`src/rtl/uart_pkg.sv`:
```
// uart_pkg: shared definitions for the 8N1 UART receiver and transmitter.
//   uart_state_t    - receiver frame states
//   UART_DATA_BITS  - data bits per frame
//   half_bit_reload - baud counter load value that lands on the middle of a bit
package uart_pkg;

    typedef enum logic [2:0] {
        IDLE,
        START,
        DATA,
        STOP,
        WAIT_HIGH
    } uart_state_t;

    localparam int UART_DATA_BITS = 8;

    // The counter reaches 0 after (reload + 1) edges, so loading half-1 puts
    // the first sample exactly half a bit after the start edge.
    function automatic int half_bit_reload(input int clks);
        return clks / 2 - 1;
    endfunction

endpackage

```
`src/rtl/uart_sync2.sv`:
```
// uart_sync2: two-flop synchronizer for an asynchronous single-bit input.
//   clk   - destination clock
//   rst_n - asynchronous active-low reset, presets both flops to RST_VAL
//   d     - asynchronous input
//   q     - synchronized output
module uart_sync2 #(
    parameter logic RST_VAL = 1'b1
) (
    input  logic clk,
    input  logic rst_n,
    input  logic d,
    output logic q
);

    logic meta;

    always_ff @(posedge clk or negedge rst_n) begin
        if (!rst_n) begin
            meta <= RST_VAL;
            q    <= RST_VAL;
        end else begin
            meta <= d;
            q    <= meta;
        end
    end

endmodule

```
`src/rtl/uart_rx_8n1.sv`:
```
// uart_rx_8n1: 8N1 UART receiver with mid-bit sampling and framing-error detection.
//   clk     - system clock, rising edge
//   rst_n   - asynchronous active-low reset
//   rx      - asynchronous serial line, idles high
//   rxbyte  - last correctly received byte, held between frames
//   rxvalid - one-cycle pulse when rxbyte is updated
//   rxerror - one-cycle pulse when the stop bit was sampled low
//   rxbusy  - high while a frame is in progress
module uart_rx_8n1
    import uart_pkg::*;
#(
    parameter int CLKS_PER_BIT = 16
) (
    input  logic       clk,
    input  logic       rst_n,
    input  logic       rx,
    output logic [7:0] rxbyte,
    output logic       rxvalid,
    output logic       rxerror,
    output logic       rxbusy
);

    if (CLKS_PER_BIT < 4 || CLKS_PER_BIT > 65535) begin : g_bad_clks_per_bit
        $error("uart_rx_8n1: CLKS_PER_BIT must be within 4..65535");
    end

    localparam int            CW   = $clog2(CLKS_PER_BIT);
    localparam int            BW   = $clog2(UART_DATA_BITS);
    localparam logic [CW-1:0] FULL = CW'(CLKS_PER_BIT - 1);
    localparam logic [CW-1:0] HALF = CW'(half_bit_reload(CLKS_PER_BIT));
    localparam logic [BW-1:0] LAST = BW'(UART_DATA_BITS - 1);

    uart_state_t               state, state_d;
    logic [CW-1:0]             cnt, cnt_d;
    logic [BW-1:0]             bit_cnt, bit_d;
    logic [UART_DATA_BITS-1:0] shift, shift_d;
    logic                      rx_s, active, tick;
    logic                      valid_d, error_d, pend_valid, pend_error;

    uart_sync2 #(.RST_VAL(1'b1)) u_sync (
        .clk  (clk),
        .rst_n(rst_n),
        .d    (rx),
        .q    (rx_s)
    );

    assign active = state inside {START, DATA, STOP};
    assign tick   = active && cnt == '0;
    assign rxbusy = state != IDLE;

    always_comb begin
        state_d = state;
        cnt_d   = tick ? FULL : active ? cnt - CW'(1) : cnt;
        bit_d   = bit_cnt;
        shift_d = shift;
        valid_d = 1'b0;
        error_d = 1'b0;
        case (state)
            IDLE: begin
                if (!rx_s) begin
                    cnt_d   = HALF;
                    state_d = START;
                end
            end
            START: begin
                if (tick) begin
                    state_d = rx_s ? IDLE : DATA;
                    bit_d   = '0;
                end
            end
            DATA: begin
                if (tick) begin
                    shift_d = {rx_s, shift[UART_DATA_BITS-1:1]};
                    bit_d   = bit_cnt + 1'b1;
                    state_d = bit_cnt == LAST ? STOP : DATA;
                end
            end
            STOP: begin
                // Leaving at the stop sample (mid stop bit) re-arms start
                // detection half a bit early for back-to-back frames.
                if (tick) begin
                    valid_d = rx_s;
                    error_d = !rx_s;
                    state_d = rx_s ? IDLE : WAIT_HIGH;
                end
            end
            WAIT_HIGH: begin
                if (rx_s) state_d = IDLE;
            end
            default: state_d = IDLE;
        endcase
    end

    always_ff @(posedge clk or negedge rst_n) begin
        if (!rst_n) begin
            state      <= IDLE;
            cnt        <= '0;
            bit_cnt    <= '0;
            shift      <= '0;
            pend_valid <= 1'b0;
            pend_error <= 1'b0;
            rxvalid    <= 1'b0;
            rxerror    <= 1'b0;
            rxbyte     <= '0;
        end else begin
            state      <= state_d;
            cnt        <= cnt_d;
            bit_cnt    <= bit_d;
            shift      <= shift_d;
            // Strobes are presented one edge after the stop sample.
            pend_valid <= valid_d;
            pend_error <= error_d;
            rxvalid    <= pend_valid;
            rxerror    <= pend_error;
            if (pend_valid) rxbyte <= shift;
        end
    end

endmodule

```
`config.mk`:
```
export PLATFORM = sky130hd
export DESIGN_NAME = uart_rx_8n1
export DESIGN_NICKNAME = d
export VERILOG_FILES = /design/src/rtl/uart_pkg.sv /design/src/rtl/uart_sync2.sv /design/src/rtl/uart_rx_8n1.sv
export SDC_FILE = /design/constraint.sdc
export NUM_CORES = 1
export LEC_CHECK = 0
export BUFFER_PORTS_ARGS = -buffer_cell sky130_fd_sc_hd__buf_4
export CORE_UTILIZATION = 30
export CTS_CLUSTER_DIAMETER = 80
export CTS_CLUSTER_SIZE = 25
export DETAILED_ROUTE_END_ITERATION = 8
export GPL_TIMING_DRIVEN = 0
export SYNTH_ARGS = -nofsm -noshare
export SYNTH_HDL_FRONTEND = slang
export SYNTH_SLANG_ARGS = --single-unit
```
`constraint.sdc`:
```
create_clock -name clk -period 3.55 [get_ports clk]
set_clock_uncertainty 0.05 [all_clocks]
set_input_delay 0.71 -clock clk [delete_from_list [all_inputs] [get_ports clk]]
set_output_delay 0.71 -clock clk [all_outputs]
set_load 0.005 [all_outputs]
```
# Word level (Yosys, flattened, before mapping)
# Index checks and enable logic that the tools add are counted.
# word_totals
register_bits	32
out_inout_bits	11
word_cells	53
# classes
add_sub_neg	2
eq_ne	10
mux	20
n_reduce_logical	10
# op_table
cell	n
2-to-1 mux 3 bit	8
2-to-1 mux 4 bit	4
one-hot mux 3 bit (5 select lines)	1
inequality test 2 bit, second input constant	4
== test 3 x 2 -> 1 bit, second input constant	2
== test 3 bit, second input constant	2
one-hot mux 3 bit (2 select lines)	1
nonzero test 3 bit	2
2-to-1 mux 1 bit	5
AND reduction 5 bit	1
zero test 4 bit	1
subtractor 4 x 1 -> 4 bit, second input constant	1
adder 3 x 1 -> 3 bit, second input constant	1
== test 3 x 1 -> 1 bit, second input constant	1
zero test 3 bit	1
AND reduction 3 bit	1
2-to-1 mux 2 bit	1
inequality test 2 x 1 -> 1 bit, second input constant	1
AND reduction 2 bit	1
nonzero test 2 bit	1
logical AND 1 bit	1
zero test 1 bit	1

# Longest topological paths before layout
# depth
word_depth	6
depth_mapped	5
ltp_nobuf	5

# Hierarchy
# Synthesis repeated with hierarchy kept, for this count alone.
# hier_totals
cells_unflattened	108
hier_area_um2	1385.1
# by_module_without_submodules
mod	n_inst	cells_per_inst	area_each_um2	seq_area_each_um2
uart_rx_8n1	1	106	1332.5	750.7
uart_sync2	1	2	52.6	52.6

# Worst setup path after synthesis
# OpenSTA, ideal clock, no wires.
# synth_path
path_type	register -> output
startpoint	register state[1]
endpoint	output port rxbusy
t_arrival_ns	0.947
t_required_ns	2.790
path_slack_ns	1.843
stages_incl_launch_ff	3
n_path_buf	1
path_cell_list	dfrtp_1 clkbuf_1 or3_1
# synth_between
elab_chain_len	1
# synth_lines
item	line_no	text
from (decl)	uart_rx_8n1.sv:33	uart_state_t state, state_d;
from (signal assigned)	uart_rx_8n1.sv:106	state <= state_d;
nonzero test 3 bit	uart_rx_8n1.sv:49	assign rxbusy = state != IDLE;
to (decl)	uart_rx_8n1.sv:20	output logic rxbusy
# No other way between the ends.

# Worst setup path in the final report
# Same ends and word-level chain as after synthesis.

==> flow_metrics.env <==
export IMPL_status="complete, no violations"
export IMPL_relSlewSlack_pct=60.3
export IMPL_drt_total_wl_um=2420
export IMPL_rr_startpoint="cnt[0]"
export IMPL_gp_congestion=0.748
export IMPL_grt_util_met1_pct=13.2
export IMPL_use_met3_pct=5.38
export IMPL_fin_crit_ps=2230
export IMPL_syn_nets=111
export IMPL_cts_root_buf="clkbuf_8"
export IMPL_nets=131
export IMPL_hold_slack_ps=303
export IMPL_grt_pass1_wl_um=4350
export IMPL_ant_nets=0
export IMPL_crit_path_start_kind="flop"
export IMPL_row_count=24
export IMPL_path_clk_slew_ps=60
export IMPL_timing_max_cap_violations=0
export IMPL_endpoint="rxbusy"
export IMPL_cts_resized_gates=0
export IMPL_vdd_drop_max_mv=0.347
export IMPL_layout_drive_gt1_share_pct=35.2
export IMPL_rsz0062_at_grt="no"
export IMPL_grt_max_degree=33
export IMPL_die_area_um2=4840
export IMPL_ys_ff_latch=32
export IMPL_io_pins=14
export IMPL_syn_area_per_cell_um2=13.2
export IMPL_drt_iter0_drc=19
export IMPL_postCtsSetupBuffers=0
export IMPL_tritoncts="done"
export IMPL_ys_warn_count=0
export IMPL_cts_sinks=32
export IMPL_slew_viol_final=0
export IMPL_antenna_found_initial=0
export IMPL_hold_viol_final=0
export IMPL_timing_rr_end="shift[6]"
export IMPL_clk_latency_ps=280
export IMPL_netlist_area_um2=1370
export IMPL_grt_use_total_pct=11.6
export IMPL_busiest_layer="met2"
export IMPL_core_area_um2=4380
export IMPL_gr_total_overflow=0
export IMPL_routed_via_density=4.79
export IMPL_leakage_nw=0.794
export IMPL_setup_tns_ps=0
export IMPL_h_tree_depth=2
export IMPL_numCtsBuffers=5
export IMPL_synth_distinct_cells=32
export IMPL_critical_path_max_fanout=10
export IMPL_worstSetupStartpoint="state[1]"
export IMPL_nFillCells=428
export IMPL_die_y_um=69.5
export IMPL_ctsLongestPathBuffers=2
export IMPL_syn2layout_area_growth_pct=19.7
export IMPL_r2r_slack_ps=1800
export IMPL_hp_class="in2async"
export IMPL_routedWlPerCell_um=13.7
export IMPL_setup_violations=0
export IMPL_gr_usage_met2_pct=19.3
export IMPL_worst_slew_pin_slew_ps=594
export IMPL_clock_fmax_mhz=448
export IMPL_vias=847
export IMPL_ys_seq_area_share_pct=58.7
export IMPL_drc=0
export IMPL_crit_arrival_ps=1470
export IMPL_multi_input_area_um2=528
export IMPL_dp_cells=169
export IMPL_final_cell_count_no_fill=177
export IMPL_antenna_cells=0
export IMPL_grt_pass1_vias=933
export IMPL_worstSetupPathType="reg2out"
export IMPL_cp_required_ps=2790
export IMPL_drtPass1Iterations=2
export IMPL_ff_latch_area_um2=803
export IMPL_dp_hpwl_um=1680
export IMPL_fin_crit_sh_pct=62.9
export IMPL_holdBufCountCts=0
export IMPL_die_width_um=69.5
export IMPL_initial_utilization_pct=31.2
export IMPL_r2r_cells=5
export IMPL_end_kind="output port"
export IMPL_synth_cells=104
export IMPL_port_buffers=13
export IMPL_powerDensity_nw_per_um2=635
per-layer routing:
layer / part of all wire [%] / vias up
li1: - / 416
met1: 45 / 411
met2: 49 / 17
met3: 5.2 / 3
met4: 0.95 / 0
met5: 0 / -
how the worst min path moves through the flow:
stage                           end  cells after the start
after CTS                 rxbyte[2]                      1
after global placement      rxerror                      0
after detailed placement    rxerror                      0
after floorplan             rxerror                      0
final                     rxbyte[0]                      1
after global routing        rxerror                      0
critical path, stage by stage (launching register included):
cell      delay, ps
dfrtp_1         390
clkbuf_1        230
or3_1           420
buf_4           140
metrics by stage:
step	total power, mW	cell area (µm²)	util, %	worst slack (ps)
final	1.04	1640	37.4	1320
after global placement	0.689	1530	34.9	1650
after floorplan	0.641	1370	-	1840
after CTS	1.05	1640	37.4	1320
after global routing	1.12	1640	37.4	1240
after detailed placement	0.710	1530	34.9	1630
cell usage in the layout, fill, tap and decap left out, types with 2 or more instances in the layout:
cell type and count:
clkbuf_8 5, clkbuf_1 4, dfrtp_1 30, mux2i_1 2
ha_1 4, nor2_1 6, dfstp_2 2, inv_1 4
buf_4 13, mux2_2 16, nand3_1 8, nor3_1 4
o21ai_0 4
sequential cells by signal, summed over array words and instances, names as in the netlist, 3 cells and up:
signal   count
cnt          4
bit_cnt      3
shift        8
state        3
rxbyte       8
final cells by class:
| cell class | instances | share of cell area (%) |
|---|---|---|
| well taps | 52 | 3.97 |
| clock buffers | 6 | 4.43 |
| multi-input cells | 64 | 32.2 |
| inverters | 4 | 0.916 |
| plain buffers | 4 | 1.37 |
| repair buffers | 13 | 5.95 |
| flip-flops and latches | 32 | 49.0 |
| clock inverters | 2 | 2.14 |
report_power, final:
group	internal, mW	switching, mW
registers	0.417	0.0559
clock network	0.208	0.129
logic	0.107	0.125
total	0.732	0.309
cell families (layout without fill, tap and decap cells):
group / Yosys count / count (layout) / share of synthesized area (%)
adder cells (fa/ha/maj): 4 / 4 / 3.66
buffers and inverters: 8 / 29 / 2.74
AND/OR/NAND/NOR: 30 / 30 / 14.4
multiplexers: 18 / 18 / 14.6
AO/OA/AOI/OAI: 12 / 12 / 5.85
flip-flops: 32 / 32 / 58.7
synth_stat cells (all sizes together):
master  instances  area share [%]
a21oi           1            0.37
dfrtp          30              55
and4bb          1            0.91
mux2i           2             1.5
o21ai           4             1.5
nand3           8             2.9
inv             4             1.1
nor2            6             1.6
a221oi          1            0.64
nor3b           1            0.55
nor4            1            0.46
nand3b          1            0.55
buf             1            0.82
a311oi          1            0.64
o221ai          1            0.64
dfstp           2             3.8
a21o            1            0.55
nand2           2             1.1
nor4b           1             1.7
or3             1            0.46
o211ai          1            0.55
and2            1            0.55
a31oi           1            0.46
mux2           16              13
nor2b           1            0.46
or4b            1             1.0
ha              4             3.7
clkbuf          3            0.82
nor3            4             1.5
a22oi           1            0.55
nand4b          1            0.64
(Power assumes the default switching activity.)
